$ cat src/rtl/float16_window_3x5_gen.sv
// Raster-order float16 pixel stream to 3x5 window generator with two line buffers.
// Pixels are moved as opaque 16-bit words; a window is emitted only when fully inside the frame.
module float16_window_3x5_gen #(
  parameter int IMG_WIDTH = 64
) (
  input  logic         clk,
  input  logic         rst_b,
  input  logic         de_in,
  input  logic         sof_in,
  input  logic [15:0]  data_in,
  output logic         de_out,
  output logic [239:0] win_out
);

  localparam int COL_W = (IMG_WIDTH > 1) ? $clog2(IMG_WIDTH) : 1;
  localparam logic [COL_W-1:0] COL_LAST = COL_W'(IMG_WIDTH - 1);
  localparam logic [COL_W-1:0] COL_FIRST_WIN = COL_W'(4);

  logic [COL_W-1:0] col_r;
  logic [1:0]       row_r;
  logic [COL_W-1:0] eff_col_s;
  logic [1:0]       eff_row_s;
  logic [COL_W-1:0] col_nxt_s;
  logic [1:0]       row_nxt_s;
  logic             valid_s;
  logic [15:0]      tap1_s;
  logic [15:0]      tap2_s;
  logic [15:0]      lb1_r [IMG_WIDTH];
  logic [15:0]      lb2_r [IMG_WIDTH];
  logic [239:0]     win_r;
  logic             de_out_r;

  // Effective position of the pixel on the input, next counter values and window-valid decode
  always_comb begin
    eff_col_s = {COL_W{1'b0}};
    eff_row_s = 2'd0;
    col_nxt_s = col_r;
    row_nxt_s = row_r;
    valid_s   = 1'b0;
    if (sof_in) begin
      eff_col_s = {COL_W{1'b0}};
      eff_row_s = 2'd0;
    end else begin
      eff_col_s = col_r;
      eff_row_s = row_r;
    end
    if (eff_col_s == COL_LAST) begin
      col_nxt_s = {COL_W{1'b0}};
      row_nxt_s = (eff_row_s == 2'd2) ? 2'd2 : eff_row_s + 2'd1;
    end else begin
      col_nxt_s = eff_col_s + COL_W'(1);
      row_nxt_s = eff_row_s;
    end
    // row >= 2 hides stale line-buffer data after a restart; col >= 4 stops line-straddling windows
    valid_s = (eff_row_s >= 2'd2) && (eff_col_s >= COL_FIRST_WIN);
  end

  // Same-cycle line-buffer taps (read happens before the write at this address)
  always_comb begin
    tap1_s = lb1_r[eff_col_s];
    tap2_s = lb2_r[eff_col_s];
  end

  // Position counters advance only on an accepted pixel
  always_ff @(posedge clk or negedge rst_b) begin
    if (!rst_b) begin
      col_r <= {COL_W{1'b0}};
      row_r <= 2'd0;
    end else if (de_in) begin
      col_r <= col_nxt_s;
      row_r <= row_nxt_s;
    end
  end

  // Line buffers cascade: LB1 holds line r-1, LB2 receives what LB1 held (line r-2)
  always_ff @(posedge clk) begin
    if (de_in) begin
      lb1_r[eff_col_s] <= data_in;
      lb2_r[eff_col_s] <= tap1_s;
    end
  end

  // Window shift registers and output strobe
  always_ff @(posedge clk or negedge rst_b) begin
    if (!rst_b) begin
      win_r    <= 240'd0;
      de_out_r <= 1'b0;
    end else begin
      de_out_r <= de_in && valid_s;
      if (de_in) begin
        for (int r = 0; r < 3; r++) begin
          for (int c = 0; c < 4; c++) begin
            win_r[16*(5*r+c) +: 16] <= win_r[16*(5*r+c+1) +: 16];
          end
        end
        win_r[16*4  +: 16] <= tap2_s;
        win_r[16*9  +: 16] <= tap1_s;
        win_r[16*14 +: 16] <= data_in;
      end
    end
  end

  assign de_out  = de_out_r;
  assign win_out = win_r;

endmodule

$ cat config.mk
export PLATFORM = sky130hd
export DESIGN_NAME = float16_window_3x5_gen
export DESIGN_NICKNAME = d
export VERILOG_FILES = /design/src/rtl/float16_window_3x5_gen.sv
export SDC_FILE = /design/constraint.sdc
export NUM_CORES = 2
export LEC_CHECK = 0
export ABC_AREA = 1
export BUFFER_PORTS_ARGS = -buffer_cell sky130_fd_sc_hd__buf_2
export CORE_UTILIZATION = 33
export CTS_CLUSTER_DIAMETER = 40
export DETAILED_ROUTE_END_ITERATION = 12
export GPL_TIMING_DRIVEN = 0
export MAX_ROUTING_LAYER = met4
export PLACE_DENSITY_LB_ADDON = 0.3
export SLEW_MARGIN = 10
export SYNTH_ARGS = -nofsm -noshare
export SYNTH_HDL_FRONTEND = slang
export SYNTH_SLANG_ARGS = --single-unit
$ cat constraint.sdc
create_clock -name clk -period 3.6 [get_ports clk]
set_clock_uncertainty 0.05 [all_clocks]
set_input_delay 0.72 -clock clk [delete_from_list [all_inputs] [get_ports clk]]
set_output_delay 0.72 -clock clk [all_outputs]
set_load 0.01 [all_outputs]
==> metrics.md <==
| Metric | Value |
|---|---|
| Outcome | `finished, violations left` |
| Failing checks | `setup timing` |
| Tot GR Track Use | `27.4%` |
| Worst path required time | `approximately 4.2 ns` |
| Core area | `between 200000 and 300000 sq um` |
| Crit Path Category | `flip-flop to flip-flop` |
| Critical Path Max Stage Delay | `about 0.52 ns` |
| Syn Area/Cell | `between 10 and 15 sq um` |
| Num CTS Buffers | `roughly 340` |
| Drt pass-1 iters | `9` |
| Switching Fraction | `about 28%` |
| Flops & latches, synth | `2297` |
| Post-synth design cell area | `roughly 96000 sq um` |
| Hold slack final | `between 0.15 and 0.2 ns` |
| Worst skew pair latency | `around 0.92 ns` |
| Residual DRC | `0` |
| Final period utilization | `108%` |
| Psw | `20.3 mW` |
| Seq/Total Area, Yosys | `roughly 71%` |
| Yosys cell types | `29` |
| Drt first-iter violations | `about 11000` |
| Die Width | `540 um` |
| Area Overhead vs Synth | `24.8%` |
| Number of I/O pins | `261` |
| CTS tree | `yes` |
| Post-DRT Antenna Nets | `0` |
| Initial Util | `roughly 33%` |
| Reg-to-reg startpoint | `col_r[1]` |
| Share of layout cells above drive strength 1 | `15.2%` |
| Clock root buffer | `clkbuf_16` |
| Min Tclk post-route | `between 3 and 4 ns` |
| Initial antenna violation count | `29` |
| Cell family with most CP delay | `simple AND/OR/NAND/NOR gates` |
| Synthesized Nets | `9075` |
| Crit-path max FO | `58` |
| Critical path's slowest cell | `nand3_1` |
| Fmax | `about 0.26 GHz` |
| IR drop worst, VDD | `approximately 0.42 mV` |
| Slew headroom | `~18%` |
| Crit path buf inv count | `5` |
| Register area | `just under 70000 sq um` |
| Final Hold Viols | `0` |
| Tightest Pin Transition | `about 1.2 ns` |
| Multi-input logic area | `about 23000 sq um` |
| Crit start category | `flip-flop` |
| Fin cells | `14019` |
| Pwr Density | `611 nW/um^2` |
| Hold Startpoint | `data_in[15]` |
| Via/cell ratio | `5.21` |
| H-tree Lvls | `5` |
| Total gr overflow | `0` |
| Final setup violation count | `roughly 970` |
| Vias post-DR | `approximately 73000` |
| DP Worst Slack | `-1.77 ns` |
| Clk buf depth | `4` |
| Unrepaired setup endpoints after global routing | `yes` |
| Internal Power | `~53 mW` |
| Static Leak | `around 50 nW` |
| Fill cell count | `roughly 27000` |
| Cell Chain, Critical Path | `buf_2, inv_1, nor2_8, buf_6, buf_2, nand3_1, nand3_1, nor2_1, nor2_1, nor2_4, nand2_8, buf_16` |
| Maxcap violations | `0` |
| First-pass GRT wire length | `~540000 um` |
| Die area | `around 300000 sq um` |
| Combinational Power Share | `between 10% and 20%` |
| Die Y | `between 500 and 600 um` |
| Worst setup margin | `-0.282 ns` |
| Clock-pin slew on the worst setup and hold paths | `0.06 ns` |
| CP Capture Type | `flip-flop` |
| Post-Synthesis Cells | `~9000` |
| Row count | `around 200` |
| Crit. Startpoint | `col_r[1]` |
| Pins Over Slew Limit | `0` |
| HP Class | `input pin to flip-flop` |
| Routed len/inst | `about 28 um` |
| Ys Warns | `0` |
| Vias in the first global route | `~68000` |
| Seq pwr share | `42.4%` |
| Critical Path AT | `4.50 ns` |
| WL final | `roughly 400000 um` |
| Final nets | `9958` |
| Placed insts | `between 10000 and 15000` |
| Clock Power Share | `~46%` |
| IO buf count | `roughly 260` |
| Clock sink count | `roughly 2300` |
| DP HPWL | `approximately 280000 um` |
| GP Congestion | `0.984` |
| Largest net degree at the start of global routing | `72` |
==> path summary, 6_finish.rpt <==
| kind | to | slack, ns | cells after the start |
|---|---|---|---|
| worst max-delay path | lb2_r[5][4] | -0.28 | 12 |
| worst min-delay path | lb1_r[7][15] | 0.16 | 1 |
| worst max register to register | lb2_r[5][4] | -0.28 | 12 |
| worst min register to register | win_out[88] | 0.42 | 2 |
| max in group asynchronous | col_r[5] | 1.77 | 5 |
| min in group asynchronous | win_out[85] | 0.29 | 2 |
==> cell families (layout without fill, tap and decap cells) <==
kind of cell	count (synthesis)	after routing	share of synthesized area, %
compound gates	219	219	1.44
fa+ha+maj	2	2	0.0262
buf+inv	1505	2662	6.36
flops	2297	2297	70.8
other cells	0	26	0
simple gates	5030	5032	21.4
==> worst register-to-register path, stage by stage, from the launching register on <==
cell and delay (ns):
dfrtp_1 0.48, buf_2 0.31, inv_1 0.20, nor2_8 0.17, buf_6 0.18, buf_2 0.43
nand3_1 0.54, nand3_1 0.34, nor2_1 0.07, nor2_1 0.19, nor2_4 0.10, nand2_8 0.19
buf_16 0.29
==> cells in the mapped netlist, drive strengths merged <==
cell type / number / area, sq um
o2111ai: 1 / 8.76
nand3b: 57 / 428
nand4: 33 / 206
nand2: 3436 / 12900
o21ai: 101 / 509
buf: 302 / 1560
a21oi: 8 / 40.0
nand3: 947 / 4740
inv: 1047 / 3930
ha: 2 / 25.0
nor2: 555 / 2140
clkbuf: 156 / 586
dfrtp: 249 / 6230
a211oi: 1 / 7.51
nor3: 2 / 10.0
edfxtp: 2048 / 61500
o211ai: 108 / 811
==> through the flow <==
step / util, % / power (mW) / setup TNS, ns / instance area [sq um]
2_1_floorplan: - / 34.8 / -196.48 / 95700
3_3_place_gp: 35.3 / 39.3 / - / 102000
3_5_place_dp: 36.8 / 39.6 / -3128.18 / 106000
4_1_cts: 41.2 / 72.7 / -24.51 / 119000
5_1_grt: 41.4 / 74.5 / -14.18 / 119000
6_report: 41.4 / 73.0 / -110.81 / 119000
==> power by group through the flow <==
stage / combinational, mW / sequential, mW / clock [mW]
floorplan: 3.20 / 31.6 / 0
global placement: 7.49 / 31.8 / 0
detailed placement: 8.12 / 31.5 / 0
CTS: 8.29 / 31.0 / 33.5
global route: 8.99 / 31.0 / 34.5
finish: 8.67 / 31.0 / 33.4
==> layer usage <==
layer	vias to the layer above	wire length (um)	GRT usage (%)	part of all wire, %
li1	31471	-	-	-
met1	35925	152000	35.1	38
met2	4578	174000	40.4	44
met3	1102	48000	6.50	12
met4	0	24100	13.7	6.0
met5	-	0	-	0
==> what timing repair did <==
item	4_1_cts	5_1_grt
hold endpoints to repair	57	0
buffers inserted	74	37
pin swaps	40	20
hold buffers	2	0
endpoints found under the setup margin	3088	1756
resized for setup	116	137
cloned	2	1
==> placed cells by master (no fill, tap or decap), types with 38 or more instances in the layout <==
cell type	Yosys	final
nor2_4	2	78
buf_2	222	412
clkbuf_16	0	344
dfrtp_1	249	249
inv_6	0	50
buf_4	34	139
clkbuf_1	156	127
clkbuf_4	0	38
inv_1	1043	1036
edfxtp_1	2048	2048
o211ai_1	108	108
nand2_1	3433	3412
buf_16	0	68
buf_12	0	119
clkinv_4	0	41
nand3_1	947	944
nor2_1	546	463
clkbuf_2	0	44
nand3b_1	57	57
clkinvlp_4	0	38
o21ai_0	73	73
==> layout make-up <==
type	count	area share [%]
flip-flops and latches	2297	56.7
multi-input cells	5253	19.0
clock buffers	370	7.32
repair buffers	541	5.38
well taps	3781	3.96
inverters	1047	3.31
clock inverters	247	2.19
plain buffers	457	2.06
diodes	26	0.0545
==> registers in the layout (all words and copies together), names as in the netlist <==
signal	count
col_r	6
de_out	1
lb1_r	1024
lb2_r	1024
row_r	2
win_out	240
Power figures use the tool's default switching activity.
